**src/rtl/imem_arbiter_pkg.sv**
```systemverilog
// Shared types and constants for the two-requester instruction-memory arbiter.
package imem_arbiter_pkg;

    typedef enum logic {
        IDLE = 1'b0,
        PEND = 1'b1
    } state_t;

    typedef logic req_id_t;

    // Default winner when nobody requests; mem_pc then reflects req0_pc.
    localparam req_id_t REQ_IDLE = 1'b0;

endpackage

```
**src/rtl/rr_pick2.sv**
```systemverilog
// Two-way round-robin pick: a sole requester wins, a tie goes to the pointer.
module rr_pick2
    import imem_arbiter_pkg::*;
(
    input  logic    valid0_i,
    input  logic    valid1_i,
    input  req_id_t rr_ptr_i,
    output req_id_t winner_o,
    output logic    both_o
);

    assign both_o = valid0_i && valid1_i;

    always_comb begin
        // NOTE: default first so every path assigns winner_o and no latch is inferred.
        winner_o = REQ_IDLE;
        if (both_o) begin
            winner_o = rr_ptr_i;
        end else if (valid1_i) begin
            winner_o = 1'b1;
        end
    end

endmodule

```
**src/rtl/imem_arbiter.sv**
```systemverilog
// Arbitrates two fetch requesters onto one pipelined instruction memory and
// steers the registered memory word back to the requester that issued it.
module imem_arbiter
    import imem_arbiter_pkg::*;
#(
    parameter int INST_WIDTH = 32,
    parameter int ADDR_WIDTH = 32
) (
    input  logic                  clock,
    input  logic                  reset,
    input  logic                  req0_valid,
    input  logic                  req1_valid,
    input  logic [ADDR_WIDTH-1:0] req0_pc,
    input  logic [ADDR_WIDTH-1:0] req1_pc,
    output logic                  req0_ready,
    output logic                  req1_ready,
    output logic                  rsp0_valid,
    output logic                  rsp1_valid,
    output logic [INST_WIDTH-1:0] rsp0_inst,
    output logic [INST_WIDTH-1:0] rsp1_inst,
    input  logic                  kill0,
    input  logic                  kill1,
    output logic                  mem_valid,
    output logic [ADDR_WIDTH-1:0] mem_pc,
    input  logic                  mem_ready,
    input  logic [INST_WIDTH-1:0] mem_inst,
    output logic [31:0]           grant_cnt0,
    output logic [31:0]           grant_cnt1
);

    state_t  state_q, state_d;
    req_id_t owner_q, owner_d;
    logic    live_q, live_d;
    req_id_t rr_ptr_q, rr_ptr_d;
    logic [31:0] grant_cnt0_q, grant_cnt1_q;
    logic [31:0] grant_cnt0_d, grant_cnt1_d;

    req_id_t winner;
    logic    both;
    logic    handshake;
    logic    owner_kill;

    rr_pick2 u_pick (
        .valid0_i (req0_valid),
        .valid1_i (req1_valid),
        .rr_ptr_i (rr_ptr_q),
        .winner_o (winner),
        .both_o   (both)
    );

    assign mem_valid  = req0_valid || req1_valid;
    assign mem_pc     = (winner == 1'b1) ? req1_pc : req0_pc;
    assign handshake  = mem_valid && mem_ready;
    assign req0_ready = handshake && (winner == 1'b0);
    assign req1_ready = handshake && (winner == 1'b1);

    assign owner_kill = (owner_q == 1'b1) ? kill1 : kill0;

    // The response goes out only in the cycle the word arrives, and only if
    // no redirect has cancelled it up to and including that cycle.
    assign rsp0_valid = (state_q == PEND) && live_q && !owner_kill && (owner_q == 1'b0);
    assign rsp1_valid = (state_q == PEND) && live_q && !owner_kill && (owner_q == 1'b1);
    assign rsp0_inst  = mem_inst;
    assign rsp1_inst  = mem_inst;

    assign grant_cnt0_d = grant_cnt0_q + 32'(req0_ready);
    assign grant_cnt1_d = grant_cnt1_q + 32'(req1_ready);
    assign grant_cnt0   = grant_cnt0_q;
    assign grant_cnt1   = grant_cnt1_q;

    always_comb begin
        state_d  = state_q;
        owner_d  = owner_q;
        live_d   = live_q;
        rr_ptr_d = rr_ptr_q;

        if (handshake && both) begin
            rr_ptr_d = ~rr_ptr_q;
        end

        // A new handshake always wins over a kill: kill only targets the word in flight.
        if (handshake) begin
            state_d = PEND;
            owner_d = winner;
            live_d  = 1'b1;
        end else begin
            state_d = IDLE;
            live_d  = 1'b0;
        end
    end

    always_ff @(posedge clock) begin
        if (!reset) begin
            state_q      <= IDLE;
            owner_q      <= 1'b0;
            live_q       <= 1'b0;
            rr_ptr_q     <= 1'b0;
            grant_cnt0_q <= '0;
            grant_cnt1_q <= '0;
        end else begin
            // NOTE: non-blocking assignments so every flop samples pre-edge values.
            state_q      <= state_d;
            owner_q      <= owner_d;
            live_q       <= live_d;
            rr_ptr_q     <= rr_ptr_d;
            grant_cnt0_q <= grant_cnt0_d;
            grant_cnt1_q <= grant_cnt1_d;
        end
    end

endmodule

```
**config.mk**
```make
export PLATFORM = sky130hd
export DESIGN_NAME = imem_arbiter
export DESIGN_NICKNAME = d
export VERILOG_FILES = /design/src/rtl/imem_arbiter_pkg.sv /design/src/rtl/rr_pick2.sv /design/src/rtl/imem_arbiter.sv
export SDC_FILE = /design/constraint.sdc
export NUM_CORES = 1
export LEC_CHECK = 0
export CAP_MARGIN = 20
export CORE_AREA = 2 2 110 101
export DETAILED_ROUTE_END_ITERATION = 12
export DIE_AREA = 0 0 112 103
export PLACE_DENSITY = 0.87
export SYNTH_ARGS = -nofsm -noshare
export SYNTH_HDL_FRONTEND = slang
export SYNTH_SLANG_ARGS = --single-unit
```
**constraint.sdc**
```tcl
create_clock -name clock -period 8.7 [get_ports clock]
set_input_delay 2.175 -clock clock [delete_from_list [all_inputs] [get_ports clock]]
set_output_delay 2.175 -clock clock [all_outputs]
set_load 0.005 [all_outputs]
```
==> flow_summary.ini, run 1 <==
[clock_tree]
postCtsSetupBuffers = 0
htreeDepth = 3
clkTransAtPathRegs_ns = 0.06
clk_latency_ns = 0.32
cts_buffers = 9
cts_sinks = 67
clk_path_buf_depth = 2
postCtsHoldBufs = 0
cts.repair.resized = 0
cts_tree = yes
clock-root-buffer = clkbuf_16

[status]
status = complete, no violations

[power_and_ir_drop]
switching_share_pct = 20.9
leakage_nw = 1.88
pwr-share-seq_pct = 37.3
ir_worst_vdd_v = 0.0000990
power.switching_w = 0.000174
intPower_w = 0.000658
clock_power_share_pct = 51.1
power_density_mw_per_mm2 = 148
pwr-share-comb_pct = 11.5

[placed_design]
io_buffers = 171
post-place-ws_ns = 2.42
hpwlAfterDp_um = 8890
place_congestion = 0.878

[logic_synthesis]
syn_nets = 567
synth_mux_area_share_pct = 10.4
synth_top_cell_area_share_pct = 33.8
synth_top_family_by_area = simple AND/OR/NAND/NOR gates
ys_seq_area_share_pct = 33.8
ys_seq_elements = 67
yosys.area_share.simple_pct = 23.7
synth_compound_area_share_pct = 9.69
synth_xor_area_share_pct = 5.53
ys_types = 35
avgSynthCellArea_um2 = 8.63
synth.area.top_cells = dfxtp_1 34%, buf_4 12%, mux2_2 9.1%
syn_inst = 459
synth-adder-area-share_pct = 1.58
synth_top_cell_by_area = dfxtp_1
yosys_warnings = 0
synth_area_mm2 = 0.00396

[timing]
finalSetupViolCount = 0
min_period_ns = 6.28
slew_viol_final = 0
fin_skew_ns = 0.00842
min_period_over_period_pct = 72.1
fmax_mhz = 159
finalHoldViolCount = 0
worst_pin_slew_ns = 0.699
rsz0062_at_grt = false
timing.hold.ws_ns = 0.485
slew_headroom_pct = 53.3
worst_slack_ns = 2.42
setup_tns_ns = 0

[setup_path]
worst-setup-path-type = primary input to output pin
path_common_cell = clkdlybuf4s50_1
path_cells = clkdlybuf4s50_1 -> inv_1 -> o21ai_2 -> buf_4 -> mux2_2 -> clkdlybuf4s50_1
crit_arrival_ns = 4.10
worstPathRequired_ns = 6.53
crit_path_top_delay_cell = clkdlybuf4s50_1
crit_fanout = 34
cp_slowest_stage_delay_ns = 0.50
rr_startpoint = rr_ptr_q$_SDFFE_PN0P_
startpoint_type = primary input
critPathBufInv = 4
cp-startpoint = req0_valid
path_delay_family = buffers and inverters
worst_setup_path_end_kind = output pin

[route]
drt-wirelength-per-cell_um = 17.0
drt_iter0_markers = 266
drc = 0
vias_per_cell = 5.48
drt_wl_total_um = 11800
vias = 3801
first_pass_iters = 5
drtAntennaViolNets = 0

[global_route]
grt_pass1_wl_um = 18400
gr-total-overflow = 0
grt_util_all_layers_pct = 19.7
grt_max_degree = 37
grt_pass1_vias = 3587
antenna_found_initial = 0

[layout]
multiInputGateArea_mm2 = 0.00202
fillerInstances = 929
drive_gt1_share_pct = 9.63
antenna_cells = 0
syn2layout_area_growth_pct = 42.2
regArea_mm2 = 0.00134
nets = 664

[floorplan]
die_w_um = 112
ios = 268
start_util_pct = 37.6
row_count = 36
dieHeight_um = 103
die_area_mm2 = 0.0115
fp.coreArea_mm2 = 0.0105

[hold_path]
hp-start = grant_cnt1[31]$_SDFF_PN0_
hold_path_class = flop to flop

[flow_run]
cap_violations = 0
==> synth_stat cells, drive strengths merged <==
library cell,number
or4,25
o41ai,1
nor3,1
or3,8
and3b,1
dfxtp,67
nand4,18
or4b,1
o21a,1
or2,1
clkbuf,19
inv,9
nand2,25
nor4,6
buf,68
ha,5
a21oi,31
mux2,32
xnor2,7
xor2,18
nand2b,5
o21ai,8
mux2i,5
and2,6
nor2,28
o31ai,23
and3,3
nor2b,1
nand3,24
and4,10
nor3b,2
==> kinds of logic (layout without fill, tap and decap cells) <==
| group | after synthesis | count (layout) |
|---|---|---|
| and+or+nand+nor | 165 | 165 |
| adders and majority gates | 5 | 5 |
| xor gates and xnor gates | 25 | 25 |
| AOI/OAI and AO/OA | 64 | 64 |
| buffers and inverters | 96 | 198 |
| DFF | 67 | 67 |
| muxes | 37 | 37 |
==> state kept, by name, indices dropped and copies added (netlist names) <==
name	count
owner_q	1
grant_cnt1	32
grant_cnt0	32
live_q	1
rr_ptr_q	1
==> placed cells by master, fill, tap and decap left out, types with 10 or more instances in the layout <==
cell               n
clkdlybuf4s50_1  171
dfxtp_1           67
mux2_2            32
a21oi_1           31
nor2_1            28
nand2_1           25
nand3_1           24
or4_1             24
o31ai_1           23
nand4_1           18
xor2_1            18
and4_1            10
==> through the flow <==
step	utilization (%)	cell area, µm²	power, W	instances
3_3_place_gp	50.1	5290	0.000412	678
5_1_grt	53.5	5630	0.000858	694
2_1_floorplan	-	3960	0.000369	459
3_5_place_dp	50.1	5290	0.000413	678
4_1_cts	53.5	5630	0.000840	694
6_report	53.5	5630	0.000832	694
==> routing by layer <==
layer	routed length, µm	global-route usage (%)	vias up
met4	233	6.66	0
met5	0	0	-
met2	5810	35.1	182
li1	-	-	1800
met1	4880	23.7	1789
met3	868	4.94	30
==> worst min-delay path: cells and delay by family, from the launching register on <==
family | cells | cell delay [ns]
mux | 1 | 0.06
simple gates | 1 | 0.06
flops | 1 | 0.31
==> worst paths after layout <==
path / end / slack [ns] / cells past startpoint
max: mem_pc[3] / 2.42 / 6
min: grant_cnt1[31]$_SDFF_PN0_ / 0.48 / 2
max reg2reg: grant_cnt0[24]$_SDFF_PN0_ / 5.55 / 8
min reg2reg: grant_cnt1[31]$_SDFF_PN0_ / 0.48 / 2
==> power by group through the flow <==
| stage | clock network (W) | logic, W | registers, W |
|---|---|---|---|
| 6_report | 0.000425 | 0.0000959 | 0.000311 |
| 5_1_grt | 0.000445 | 0.000103 | 0.000311 |
| 4_1_cts | 0.000433 | 0.0000968 | 0.000311 |
| 3_5_place_dp | 0 | 0.0000957 | 0.000317 |
| 3_3_place_gp | 0 | 0.0000953 | 0.000317 |
| 2_1_floorplan | 0 | 0.0000527 | 0.000317 |
==> layout make-up <==
cell class | count | area share (%)
Timing Repair Buffer | 173 | 30.6
Sequential cell | 67 | 23.8
Clock inverter | 7 | 2.20
Tap cell | 133 | 2.95
Clock buffer | 9 | 4.00
Multi-Input combinational cell | 296 | 35.8
Inverter | 9 | 0.600
No activity file was read; power rests on OpenSTA's default activity.
==> run 2: changes to the inputs <==
--- a/config.mk
+++ b/config.mk
@@ -6,10 +6,10 @@
 export NUM_CORES = 1
 export LEC_CHECK = 0
 export CAP_MARGIN = 20
-export CORE_AREA = 2 2 110 101
+export CORE_AREA = 2 2 114 105
 export DETAILED_ROUTE_END_ITERATION = 12
-export DIE_AREA = 0 0 112 103
-export PLACE_DENSITY = 0.87
+export DIE_AREA = 0 0 116 107
+export PLACE_DENSITY = 0.81
 export SYNTH_ARGS = -nofsm -noshare
 export SYNTH_HDL_FRONTEND = slang
 export SYNTH_SLANG_ARGS = --single-unit
==> constraint.sdc (replaced) <==
create_clock -name clock -period 6.2 [get_ports clock]
set_input_delay 1.55 -clock clock [delete_from_list [all_inputs] [get_ports clock]]
set_output_delay 1.55 -clock clock [all_outputs]
set_load 0.005 [all_outputs]
==> run 2 against run 1 <==
  * First-iteration DRC count shrank 21%
  * Power up 35%
  * Worst hold slack improved by 0.0012 ns
  * Final cell count up 3.5%
  * Setup slack worse by 1.2 ns
  * Largest power group unchanged
  * Sequential share of layout area shrank 0.053 points
  * Global-route usage down 1.2 points
==> flow_summary.ini, run 2 (synthesis results as in run 1) <==
[timing]
min_period_ns = 5.01
worst_pin_slew_ns = 0.718
finalHoldViolCount = 0
slew_viol_final = 0
min_period_over_period_pct = 80.9
timing.hold.ws_ns = 0.486
fmax_mhz = 199
finalSetupViolCount = 0
slew_headroom_pct = 52.1
worst_slack_ns = 1.19
fin_skew_ns = 0.00825
rsz0062_at_grt = false
setup_tns_ns = 0

[clock_tree]
clkTransAtPathRegs_ns = 0.05
clk_latency_ns = 0.33
htreeDepth = 3
clk_path_buf_depth = 2
cts_sinks = 67
postCtsHoldBufs = 0
cts_tree = yes
clock-root-buffer = clkbuf_16
postCtsSetupBuffers = 0
cts.repair.resized = 0
cts_buffers = 9

[route]
drc = 0
drt_wl_total_um = 11900
drt_iter0_markers = 211
vias_per_cell = 5.25
drtAntennaViolNets = 0
vias = 3771
drt-wirelength-per-cell_um = 16.6
first_pass_iters = 4

[setup_path]
cp_slowest_stage_delay_ns = 0.49
startpoint_type = primary input
worst_setup_path_end_kind = output pin
worstPathRequired_ns = 4.65
path_cells = clkdlybuf4s50_1 -> inv_1 -> o21ai_2 -> buf_4 -> mux2_2 -> clkdlybuf4s50_1
crit_path_top_delay_cell = clkdlybuf4s50_1
path_common_cell = clkdlybuf4s50_1
crit_arrival_ns = 3.46
worst-setup-path-type = primary input to output pin
crit_fanout = 34

[layout]
syn2layout_area_growth_pct = 42.5
drive_gt1_share_pct = 9.79
layout_commonest_cell = clkdlybuf4s50_1
antenna_cells = 0
nets = 665
fillerInstances = 1070
layout_common_cells = 171 x clkdlybuf4s50_1, 67 x dfxtp_1, 32 x mux2_2, 31 x a21oi_1, 28 x nor2_1

[power_and_ir_drop]
leakage_nw = 1.87
ir_worst_vdd_v = 0.000118
p_total_w = 0.00112
power_density_mw_per_mm2 = 199

[floorplan]
row_count = 37
start_util_pct = 35.4
die_w_um = 116
die_area_mm2 = 0.0124
dieHeight_um = 107
ios = 268
fp.coreArea_mm2 = 0.0112

[global_route]
antenna_found_initial = 0
grt_max_degree = 37
grt_util_all_layers_pct = 18.5
grt_pass1_vias = 3531
gr-total-overflow = 0
grt_pass1_wl_um = 18000

[hold_path]
hold_path_class = flop to flop

[placed_design]
post-place-ws_ns = 1.17
io_buffers = 171
place_congestion = 0.815
hpwlAfterDp_um = 9110

[status]
status = complete, no violations

[flow_run]
cap_violations = 0
run 2: stage by stage:
stage | std cells | utilization (%) | instance area (µm²)
after global routing | 718 | 50.4 | 5650
after floorplan | 459 | - | 3960
after detailed placement | 702 | 47.5 | 5320
after global placement | 702 | 47.5 | 5320
final | 718 | 50.4 | 5650
after CTS | 718 | 50.4 | 5650
run 2: cell type report:
| class | count | area [µm²] | area share, % |
|---|---|---|---|
| Clock buffer | 9 | 225 | 3.99 |
| Clock inverter | 7 | 100 | 1.77 |
| Inverter | 9 | 33.8 | 0.598 |
| Multi-Input combinational cell | 296 | 2020 | 35.7 |
| Sequential cell | 67 | 1340 | 23.8 |
| Tap cell | 156 | 195 | 3.46 |
| Timing Repair Buffer | 174 | 1730 | 30.7 |
run 2: path summary, 6_finish.rpt:
path                                   from                   endpoint  slack [ns]  cells past startpoint
hold / removal    grant_cnt1[31]$_SDFF_PN0_  grant_cnt1[31]$_SDFF_PN0_        0.49                      2
setup reg to reg      rr_ptr_q$_SDFFE_PN0P_  grant_cnt0[28]$_SDFF_PN0_        3.07                      8
hold reg to reg   grant_cnt1[31]$_SDFF_PN0_  grant_cnt1[31]$_SDFF_PN0_        0.49                      2
setup / recovery                 req0_valid                  mem_pc[7]        1.19                      6
run 2: metal layers:
layer / wire length [µm] / up-vias / part of all wire [%] / GRT usage (%)
met2: 6110 / 172 / 51 / 32.8
li1: - / 1801 / - / -
met3: 918 / 10 / 7.7 / 5.31
met5: 0 / - / 0 / 0
met1: 4780 / 1788 / 40 / 21.8
met4: 85 / 0 / 0.71 / 4.85
run 2: where the power goes:
part	internal, W	switching (W)	leakage [nW]
Combinational	0.0000935	0.0000429	1.17
Sequential	0.000433	0.00000250	0.540
Clock	0.000355	0.000196	0.160
run 2: worst max-delay path: cells and delay by family:
kind / cells / cell delay [ns]
buffers and inverters: 4 / 1.38
muxes: 1 / 0.41
AOI/OAI and AO/OA: 1 / 0.10
